File: src/rtl/ps2_pkg.sv
// ps2_pkg: shared FSM state type, status bit positions and default timing for the PS/2 host transmitter.
package ps2_pkg;

    typedef enum logic [2:0] {IDLE, INHIBIT, REQ, DATA, PARITY, STOP, ACKW, DONE} state_t;

    localparam int STAT_BUSY   = 0;
    localparam int STAT_ACK_OK = 1;
    localparam int STAT_ERR    = 2;

    localparam int DEF_TIMER_100USEC_VALUE = 1250;
    localparam int DEF_TIMER_100USEC_BITS  = 11;
    localparam int DEF_TIMEOUT_VALUE       = 25000;
    localparam int DEF_TIMEOUT_BITS        = 15;

endpackage

File: src/rtl/ps2_sync.sv
// ps2_sync: 2-flop pad synchronizer reset to the idle-high level, with registered falling-edge detect.
module ps2_sync (
    input  logic clk,
    input  logic rst_n,
    input  logic pad,
    output logic level,
    output logic fall
);

    logic s0;
    logic prev;

    always_ff @(posedge clk or negedge rst_n) begin
        if (!rst_n) begin
            s0    <= 1'b1;
            level <= 1'b1;
            prev  <= 1'b1;
        end else begin
            s0    <= pad;
            level <= s0;
            prev  <= level;
        end
    end

    assign fall = prev & ~level;

endmodule

File: src/rtl/ps2_host_tx.sv
// ps2_host_tx: Wishbone-controlled PS/2 host-to-device command transmitter.
// Define PS2_TX_TIMEOUT_EN to include the frame watchdog.
module ps2_host_tx
    import ps2_pkg::*;
#(
    parameter int TIMER_100USEC_VALUE = DEF_TIMER_100USEC_VALUE,
    parameter int TIMER_100USEC_BITS  = DEF_TIMER_100USEC_BITS,
    parameter int TIMEOUT_VALUE       = DEF_TIMEOUT_VALUE,
    parameter int TIMEOUT_BITS        = DEF_TIMEOUT_BITS
) (
    input  logic       wb_clk_i,
    input  logic       wb_rst_n_i,
    input  logic       wb_adr_i,
    input  logic [7:0] wb_dat_i,
    output logic [7:0] wb_dat_o,
    input  logic       wb_we_i,
    input  logic       wb_stb_i,
    input  logic       wb_cyc_i,
    output logic       wb_ack_o,
    output logic       wb_tgc_o,
    input  logic       ps2_clk_i,
    input  logic       ps2_data_i,
    output logic       ps2_clk_oe_o,
    output logic       ps2_data_oe_o
);

    state_t                        state, state_n;
    logic [TIMER_100USEC_BITS-1:0] cnt, cnt_n;
    logic [2:0]                    idx, idx_n;
    logic [7:0]                    tx_byte, tx_byte_n;
    logic                          busy, busy_n, ack_ok, ack_ok_n, err, err_n;
    logic                          clk_oe_n, data_oe_n, tgc_n;
    logic                          clk_fall, data_lvl, clk_lvl, data_fall;
    logic                          access, wr;
    logic [7:0]                    status;
`ifdef PS2_TX_TIMEOUT_EN
    logic [TIMEOUT_BITS-1:0]       wd, wd_n;
`endif

    ps2_sync u_clk_sync  (.clk(wb_clk_i), .rst_n(wb_rst_n_i), .pad(ps2_clk_i),  .level(clk_lvl),  .fall(clk_fall));
    ps2_sync u_data_sync (.clk(wb_clk_i), .rst_n(wb_rst_n_i), .pad(ps2_data_i), .level(data_lvl), .fall(data_fall));

    assign access = wb_stb_i & wb_cyc_i & ~wb_ack_o;
    assign wr     = access & wb_we_i & ~wb_adr_i;

    always_comb begin
        status              = 8'h00;
        status[STAT_BUSY]   = busy;
        status[STAT_ACK_OK] = ack_ok;
        status[STAT_ERR]    = err;
    end

    // Read data is captured at the access edge, so a same-cycle completion shows the old status.
    always_ff @(posedge wb_clk_i or negedge wb_rst_n_i) begin
        if (!wb_rst_n_i) begin
            wb_ack_o <= 1'b0;
            wb_dat_o <= 8'h00;
        end else begin
            wb_ack_o <= access;
            if (access)
                wb_dat_o <= wb_adr_i ? status : 8'h00;
        end
    end

    always_ff @(posedge wb_clk_i or negedge wb_rst_n_i) begin
        if (!wb_rst_n_i) begin
            state         <= IDLE;
            cnt           <= '0;
            idx           <= '0;
            tx_byte       <= '0;
            busy          <= 1'b0;
            ack_ok        <= 1'b0;
            err           <= 1'b0;
            ps2_clk_oe_o  <= 1'b0;
            ps2_data_oe_o <= 1'b0;
            wb_tgc_o      <= 1'b0;
`ifdef PS2_TX_TIMEOUT_EN
            wd            <= '0;
`endif
        end else begin
            state         <= state_n;
            cnt           <= cnt_n;
            idx           <= idx_n;
            tx_byte       <= tx_byte_n;
            busy          <= busy_n;
            ack_ok        <= ack_ok_n;
            err           <= err_n;
            ps2_clk_oe_o  <= clk_oe_n;
            ps2_data_oe_o <= data_oe_n;
            wb_tgc_o      <= tgc_n;
`ifdef PS2_TX_TIMEOUT_EN
            wd            <= wd_n;
`endif
        end
    end

    always_comb begin
        state_n   = state;
        cnt_n     = cnt;
        idx_n     = idx;
        tx_byte_n = tx_byte;
        busy_n    = busy;
        ack_ok_n  = ack_ok;
        err_n     = err;
        clk_oe_n  = ps2_clk_oe_o;
        data_oe_n = ps2_data_oe_o;
        tgc_n     = 1'b0;
        case (state)
            IDLE: if (wr) begin
                tx_byte_n = wb_dat_i;
                busy_n    = 1'b1;
                ack_ok_n  = 1'b0;
                err_n     = 1'b0;
                cnt_n     = '0;
                clk_oe_n  = 1'b1;
                state_n   = INHIBIT;
            end
            INHIBIT: begin
                cnt_n = cnt + 1'b1;
                if (cnt == TIMER_100USEC_BITS'(TIMER_100USEC_VALUE - 1)) begin
                    cnt_n     = '0;
                    clk_oe_n  = 1'b0;
                    data_oe_n = 1'b1;
                    state_n   = REQ;
                end
            end
            REQ: begin
                idx_n   = '0;
                state_n = DATA;
            end
            DATA: if (clk_fall) begin
                data_oe_n = ~tx_byte[idx];
                idx_n     = idx + 3'd1;
                state_n   = (idx == 3'd7) ? PARITY : DATA;
            end
            PARITY: if (clk_fall) begin
                data_oe_n = ^tx_byte;
                state_n   = STOP;
            end
            STOP: if (clk_fall) begin
                data_oe_n = 1'b0;
                state_n   = ACKW;
            end
            ACKW: if (clk_fall) begin
                ack_ok_n = ~data_lvl;
                err_n    = data_lvl;
                state_n  = DONE;
            end
            DONE: begin
                busy_n  = 1'b0;
                tgc_n   = 1'b1;
                state_n = IDLE;
            end
            default: state_n = IDLE;
        endcase
`ifdef PS2_TX_TIMEOUT_EN
        wd_n = (state inside {REQ, DATA, PARITY, STOP, ACKW}) ? wd + 1'b1 : '0;
        if ((state inside {REQ, DATA, PARITY, STOP, ACKW}) && wd == TIMEOUT_BITS'(TIMEOUT_VALUE - 1)) begin
            wd_n      = '0;
            err_n     = 1'b1;
            ack_ok_n  = 1'b0;
            busy_n    = 1'b0;
            clk_oe_n  = 1'b0;
            data_oe_n = 1'b0;
            tgc_n     = 1'b1;
            state_n   = IDLE;
        end
`endif
    end

endmodule
File: config.mk
export PLATFORM = sky130hd
export DESIGN_NAME = ps2_host_tx
export DESIGN_NICKNAME = d
export VERILOG_FILES = /design/src/rtl/ps2_pkg.sv /design/src/rtl/ps2_sync.sv /design/src/rtl/ps2_host_tx.sv
export SDC_FILE = /design/constraint.sdc
export NUM_CORES = 1
export LEC_CHECK = 0
export CORE_MARGIN = 2
export CORE_UTILIZATION = 30
export CTS_CLUSTER_DIAMETER = 100
export DETAILED_ROUTE_END_ITERATION = 8
export SLEW_MARGIN = 20
export SYNTH_ARGS = -nofsm -noshare
export SYNTH_HDL_FRONTEND = slang
export SYNTH_SLANG_ARGS = --single-unit
File: constraint.sdc
create_clock -name wb_clk_i -period 2.57 [get_ports wb_clk_i]
set_input_delay 0.771 -clock wb_clk_i [delete_from_list [all_inputs] [get_ports wb_clk_i]]
set_output_delay 0.771 -clock wb_clk_i [all_outputs]
set_load 0.01 [all_outputs]
======== Word level (Yosys, flattened, before mapping) ========
Index checks and enable logic that the tools add are counted.
storage, ports and cells
  input port bits ......................... 16
  bits in registers ....................... 45
  logic and storage cells ................. 91
operators by class
  magnitude comparators ................... 1
  reductions and logical operators ........ 15
  add/sub/neg operators ................... 2
  equal/unequal tests ..................... 15
  muxes and demuxes ....................... 31
  bitwise logic cells ..................... 10
operators with widths
  operator               count
  $mux 3                 9
  $pmux 3 s8             1
  $mux 11                2
  $pmux 11 s2            1
  $eq 3x3->1 const B     5
  $ne 2x2->1 const B     6
  $add 11x1->11 const B  1
  $eq 11x11->1 const B   1
  $mux 1                 11
  $pmux 1 s2             4
  $reduce_and 2->1       4
  $reduce_bool 2->1      4
  $reduce_xor 8->1       1
  $eq 3x2->1 const B     2
  $pmux 3 s2             1
  $reduce_and 3->1       2
  $reduce_and 6->1       1
  $and 1x1->1            5
  $not 1->1              5
  $reduce_and 5->1       1
  $lt 3x4->1 const B     1
  $pmux 1 s4             1
  $reduce_bool 4->1      1
  $add 3x1->3 const B    1
  3 further kinds        3

======== Longest topological paths before layout ========
Gate-level depths: netlist of the first run.
  depth in word-level cells ............... 6
  gate-level depth with buffers ........... 7
  mapped depth without buffers ............ 6

======== Modules after synthesis ========
From an unflattened synthesis of the first run, not the netlist that was laid out.
unflattened totals
  cell total of the unflattened synthesis .. 191
  area, all modules ....................... 2,078.2 um^2
modules (own cells, without submodules)
  module       cells each  instances  area an instance (um^2)
  ps2_host_tx  183         1          1,893.1
  ps2_sync     4           2          92.6

======== Worst setup path before layout of the first run ========
OpenSTA, ideal clock, no wires.
  path kind ............................... input port to flip-flop
  from .................................... input wb_cyc_i
  to ...................................... register tx_byte[0]
  stages .................................. 4
  data required time ...................... 2.445 ns
  path slack .............................. 0.504 ns
  library setup time ...................... 0.125 ns
  buffers on the path ..................... 1
  arrival time ............................ 1.941 ns
  path through ............................ nand3b_1 or4_4 buf_6 mux2_4
on the way
  longest elaborated chain between the ends .. 5
ends and longest elaborated chain
  element                            RTL line           RTL
  from (decl)                        ps2_host_tx.sv:18  input logic wb_cyc_i,
  $and 1x1->1 (2 in a row)           ps2_host_tx.sv:43  assign access = wb_stb_i & wb_cyc_i & ~wb_ack_o;
  $and 1x1->1 (2 in a row)           ps2_host_tx.sv:44  assign wr = access & wb_we_i & ~wb_adr_i;
  $reduce_and 2->1 (no source line)  -
  to (signal assigned)               ps2_host_tx.sv:84  tx_byte <= tx_byte_n;
  to (decl)                          ps2_host_tx.sv:30  logic [7:0] tx_byte, tx_byte_n;
No other way between the ends.
A chain may end at the register's enable or synchronous reset.

======== Worst setup path after layout of the first run ========
  from .................................... input wb_cyc_i
  to ...................................... register cnt[4]
on the way
  longest elaborated chain between the ends .. 6
ends and longest elaborated chain
  element                            RTL line           RTL
  $and 1x1->1 (2 in a row)           ps2_host_tx.sv:43
  $and 1x1->1 (2 in a row)           ps2_host_tx.sv:44
  $ne 2x2->1 (no source line)        -
  $reduce_and 2->1 (no source line)  -
  to (signal assigned)               ps2_host_tx.sv:82  cnt <= cnt_n;
  to (decl)                          ps2_host_tx.sv:28  logic [TIMER_100USEC_BITS-1:0] cnt, cnt_n;
No other way between the ends.

==> impl_metrics.yaml, run 1 <==
run_status:
  status: "finished, final reports clean"
yosys:
  synth.most_common_cell: "dfrtp_1"
  ys_async_sr_fraction: 1.00
  yosysUniqueCellTypes: 47
  ys.flop_type: "dfrtp_1"
  synth_edf_count: 0
  synth_cells: 191
  ys_ff_latch: 40
  seq_area_frac_synth: 0.485
  yosys.area.top_type: "dfrtp_1"
  synth_area_per_cell_um2: 10.9
  synth_commonest_cells: "dfrtp_1, nand2_1, o21ai_0"
  yosysWarnings: 0
  yosysTopAreaCellShare: 0.421
  synthTopCellsByArea: "dfrtp_1, dfstp_2, mux2_4"
  netlist_area_mm2: 0.00208
power_and_ir_drop:
  comb_power_share: 0.389
  p_leak_uw: 0.00106
  power_uw: 2360
  clock_power_share: 0.180
  power_density_mw_per_mm2: 952
  internal-power_uw: 1480
  ir_worst_vdd_v: 0.000436
  switching_power_uw: 877
  switching_share: 0.372
  seqPwrFrac: 0.431
detailed_routing:
  vias: 1502
  wire_per_inst_um: 13.5
  drcViolationCount: 0
  drt_iter0_markers: 95
  vias_per_cell: 4.99
  wl_mm: 4.06
  first_pass_iters: 4
  final_antenna_net_count: 0
grt:
  use_met2: 0.160
  grt_overflow: 0
  grt_pass1_wl_mm: 6.72
  grt_start_max_net_pins: 26
  antenna_found_initial: 0
  met1_usage: 0.166
  grt_pass1_vias: 1372
  grt_usage: 0.114
  grt_use_met3: 0.0313
  top_usage_layer: "met1"
floorplanning:
  die_h_um: 87.2
  die_x_um: 87.2
  die_area_mm2: 0.00761
  core-area_mm2: 0.00676
  pin_count: 28
  initial_utilization: 0.308
  rows: 30
sta:
  final_hold_viol_count: 0
  timing.clock.skew_ns: 0.00462
  maxSlewHeadroom: 0.602
  rsz0062_at_grt: "no"
  worstMarginPinSlew_ns: 0.592
  period_minus_slack_ns: 2.21
  setup_tns_ns: 0
  fmax_ghz: 0.453
  fin_crit_sh: 0.859
  finalSetupViolCount: 0
  maxSlewViolCount: 0
critical_path:
  path_max_fanout: 8
  rr_endpoint: "state[0]"
  cp.arrival_ns: 2.43
  startpoint: "wb_cyc_i"
  ff2ff_path_depth: 4
  cp-end-kind: "flip-flop"
  path_class: "input pin to flip-flop"
  r2r_setup_slack_ns: 0.55
  cp.required_ns: 2.79
  critPathCapture: "cnt[4]"
  r2r_start: "state[2]"
  cp-start-kind: "input pin"
cells_and_area:
  layout.nets: 240
  diodes: 0
  drive_gt1_frac: 0.190
  area_growth_syn_to_layout_pct: 19.0
  fin_util: 0.366
  stdcell_count: 301
clock_tree:
  post_cts_buffers: 0
  cts_resized: 0
  clock-root-buffer: "clkbuf_8"
  cts_tree: "yes"
  h-tree-depth: 2
  insertion_delay_ns: 0.30
  cts.sinks: 40
  clk_pin_slew_ns: 0.08
  clockBufferDepth: 2
  postCtsHoldBufs: 0
  numCtsBuffers: 5
placed_design:
  gp_congestion: 0.758
  portBuffers: 22
  place_hpwl_mm: 2.98
  place_inst: 293
job:
  max_cap_viol_count: 0
hold_path:
  timing.hold.worst.class: "flip-flop to flip-flop"
-- cell families after synthesis --
family / share of synthesized area
adders and majority gates: 0.0241
muxes: 0.0909
other: 0.00180
buffers and inverters: 0.0548
DFF: 0.485
xor gates and xnor gates: 0.0421
AOI/OAI and AO/OA: 0.149
and+or+nand+nor: 0.153
-- power by group through the flow --
| stage | logic [uW] | clock network (uW) | registers (uW) |
|---|---|---|---|
| 3_5_place_dp | 923 | 0 | 1020 |
| 6_report | 917 | 424 | 1020 |
| 5_1_grt | 1030 | 466 | 1050 |
| 4_1_cts | 923 | 443 | 1010 |
| 2_1_floorplan | 723 | 0 | 966 |
| 3_3_place_gp | 906 | 0 | 1030 |
-- worst max-delay path, cell delays in order --
cell	delay [ns]
clkdlybuf4s50_1	0.46
nand3b_1	0.11
buf_4	0.18
o31a_2	0.41
or3_1	0.36
a21oi_1	0.15
-- how the worst min path moves through the flow --
| stage | cells past startpoint | startpoint | endpoint |
|---|---|---|---|
| 2_1_floorplan | 0 | u_clk_sync.s0 | u_clk_sync.level |
| 3_3_place_gp | 0 | u_data_sync.s0 | u_data_sync.level |
| 3_5_place_dp | 0 | u_data_sync.s0 | u_data_sync.level |
| 4_1_cts | 0 | u_data_sync.s0 | u_data_sync.level |
| 5_1_grt | 0 | u_data_sync.s0 | u_data_sync.level |
| 6_report | 0 | u_data_sync.s0 | u_data_sync.level |
-- layer usage --
metal,vias up,wire [um]
met1,722,2100
met5,-,0
met3,5,130
li1,744,-
met4,0,61
met2,31,1780
-- flip-flops by register name, indices dropped and copies added (netlist names), 3 cells and up --
| register | flops |
|---|---|
| cnt | 11 |
| idx | 3 |
| state | 3 |
| tx_byte | 8 |
| wb_dat_o | 3 |
-- cells in the final DEF (no fill, tap or decap), types with 4 or more instances in the layout --
| master | Yosys | routed |
|---|---|---|
| clkdlybuf4s50_1 | 0 | 21 |
| nand3_1 | 10 | 10 |
| a21oi_1 | 9 | 9 |
| dfstp_2 | 5 | 5 |
| buf_4 | 5 | 8 |
| mux2_4 | 6 | 6 |
| or3_1 | 4 | 4 |
| xnor2_1 | 9 | 9 |
| nor2_1 | 5 | 5 |
| clkbuf_8 | 0 | 5 |
| dfrtp_1 | 35 | 35 |
| nand2_1 | 17 | 17 |
| inv_1 | 7 | 7 |
| o21ai_0 | 13 | 13 |
| conb_1 | 1 | 5 |
| ha_1 | 4 | 4 |
-- through the flow --
step                cell area, um2  setup slack, ns  hold slack [ns]
finish                        2470            0.362            0.359
global route                  2470            0.269            0.363
CTS                           2470            0.357            0.361
detailed placement            2380           0.0410            0.349
global placement              2380            0.115            0.347
floorplan                     2090            0.504            0.345
-- final cells by class --
class	count	area, um2
flip-flops and latches	40	1010
clock buffers	5	68.8
inverters	7	26.3
multi-input cells	136	972
fillers	682	4280
clock inverters	3	23.8
well taps	80	100
repair buffers	30	275
(Power assumes the default switching activity.)
==> run 2: changes to the inputs <==
--- a/config.mk
+++ b/config.mk
@@ -5,7 +5,7 @@
 export SDC_FILE = /design/constraint.sdc
 export NUM_CORES = 1
 export LEC_CHECK = 0
-export CORE_MARGIN = 2
+export CORE_MARGIN = 8
 export CORE_UTILIZATION = 30
 export CTS_CLUSTER_DIAMETER = 100
 export DETAILED_ROUTE_END_ITERATION = 8
==> impl_metrics.yaml, run 2 (synthesis results as in run 1) <==
run_status:
  status: "finished, final reports clean"
placed_design:
  portBuffers: 22
  gp_congestion: 0.827
  placedInstanceArea_mm2: 0.00238
  place_hpwl_mm: 3.08
cells_and_area:
  final_common_cell: "dfrtp_1"
  mostFrequentLayoutCells: "dfrtp_1, clkdlybuf4s50_1, nand2_1"
  top_regs: "cnt (11), tx_byte (8)"
  area_growth_syn_to_layout_pct: 19.0
  diodes: 0
  num-fill-cells: 678
  drive_gt1_frac: 0.190
  multiInputGateArea_um2: 972
  layout.nets: 240
  top_register: "cnt"
  largest_reg_flops: 11
  design_area_mm2: 0.00247
  regArea_mm2: 0.00101
detailed_routing:
  vias_per_cell: 5.02
  drt_iter0_markers: 122
  wl_met2_mm: 1.79
  drt-met1-wl_mm: 2.10
  final_antenna_net_count: 0
  drcViolationCount: 0
  first_pass_iters: 4
  dr_wl_met3_um: 241
  wl_mm: 4.20
  vias: 1511
  wire_per_inst_um: 14.0
  highest_layer: "met4"
sta:
  timing.clock.skew_ns: 0.00956
  worstMarginPinSlew_ns: 0.576
  hold_ws_ns: 0.360
  setup_tns_ns: 0
  final_hold_viol_count: 0
  period_minus_slack_ns: 2.17
  rsz0062_at_grt: "no"
  maxSlewHeadroom: 0.613
  fmax_ghz: 0.461
  finalSetupViolCount: 0
  fin_crit_sh: 0.844
  maxSlewViolCount: 0
clock_tree:
  h-tree-depth: 2
  numCtsBuffers: 5
  clk_pin_slew_ns: 0.08
  postCtsHoldBufs: 0
  post_cts_buffers: 0
  cts_tree: "yes"
  clock-root-buffer: "clkbuf_8"
  insertion_delay_ns: 0.29
  cts.sinks: 40
  clockBufferDepth: 2
  cts_resized: 0
floorplanning:
  pin_count: 28
  core-area_mm2: 0.00676
  die_area_mm2: 0.00985
  initial_utilization: 0.308
  rows: 30
  die_h_um: 99.2
  die_x_um: 99.2
critical_path:
  ff2ff_path_depth: 4
  rr_endpoint: "state[0]"
  path_max_fanout: 8
  path_class: "input pin to flip-flop"
  max_stage_delay_ns: 0.45
  r2r_start: "state[1]"
  cp.arrival_ns: 2.39
  cp.required_ns: 2.79
  cp-start-kind: "input pin"
  r2r_setup_slack_ns: 0.57
  cp_cell_sequence: "clkdlybuf4s50_1 -> nand3b_1 -> buf_4 -> o31a_2 -> or3_1 -> a21oi_1"
  cp-end-kind: "flip-flop"
  cp_slowest_cell: "clkdlybuf4s50_1"
  startpoint: "wb_cyc_i"
power_and_ir_drop:
  p_leak_uw: 0.00106
  ir_worst_vdd_v: 0.000350
  power_density_mw_per_mm2: 951
hold_path:
  timing.hold.worst.class: "flip-flop to flip-flop"
  min_to: "u_data_sync.level"
  hold_path.startpoint: "u_data_sync.s0"
  hold_depth: 0
grt:
  grt_start_max_net_pins: 41
  grt_usage: 0.0904
  antenna_found_initial: 0
  grt_pass1_wl_mm: 7.24
  grt_overflow: 0
  grt_pass1_vias: 1510
job:
  max_cap_viol_count: 0
## run 2: cell counts in the layout (fill, tap and decap cells not counted)
No cell type changed its count.
## run 2: through the flow
step	utilization	total power (uW)	worst slack [ns]	cells
2_1_floorplan	-	1690	0.504	195
3_3_place_gp	0.352	1930	0.109	293
3_5_place_dp	0.352	1950	0.0812	293
4_1_cts	0.366	2370	0.387	301
5_1_grt	0.366	2530	0.273	301
6_report	0.366	2350	0.401	301
## run 2: how the worst max path moves through the flow
stage / end / slack [ns] / cells past startpoint
5_1_grt: cnt[3] / 0.27 / 7
4_1_cts: cnt[4] / 0.39 / 6
6_report: cnt[4] / 0.40 / 6
3_3_place_gp: cnt[4] / 0.11 / 6
2_1_floorplan: tx_byte[0] / 0.50 / 4
3_5_place_dp: cnt[4] / 0.08 / 6
## run 2: cell type report
cell class                 instances  area share
timing repair buffer              30       0.111
multi-input combinational        136       0.393
clock inverter                     3     0.00961
sequential                        40       0.407
clock buffer                       5      0.0278
inverter                           7      0.0106
tap                               80      0.0405
## run 2: critical path: cells and delay by family
family          cells  cell delay (ns)
buf+inv             2             0.62
simple gates        2             0.45
compound gates      2             0.54
## run 2: per-layer routing
metal / up-vias / track usage
met1: 722 / 0.117
met4: 0 / 0.0349
li1: 743 / -
met2: 40 / 0.135
met5: - / 0
met3: 6 / 0.0307
## run 2: power breakdown
part	switching (uW)	internal [uW]	leakage, uW
sequential	204	812	0.000500
clock	226	192	0.0000404
combinational	442	476	0.000521
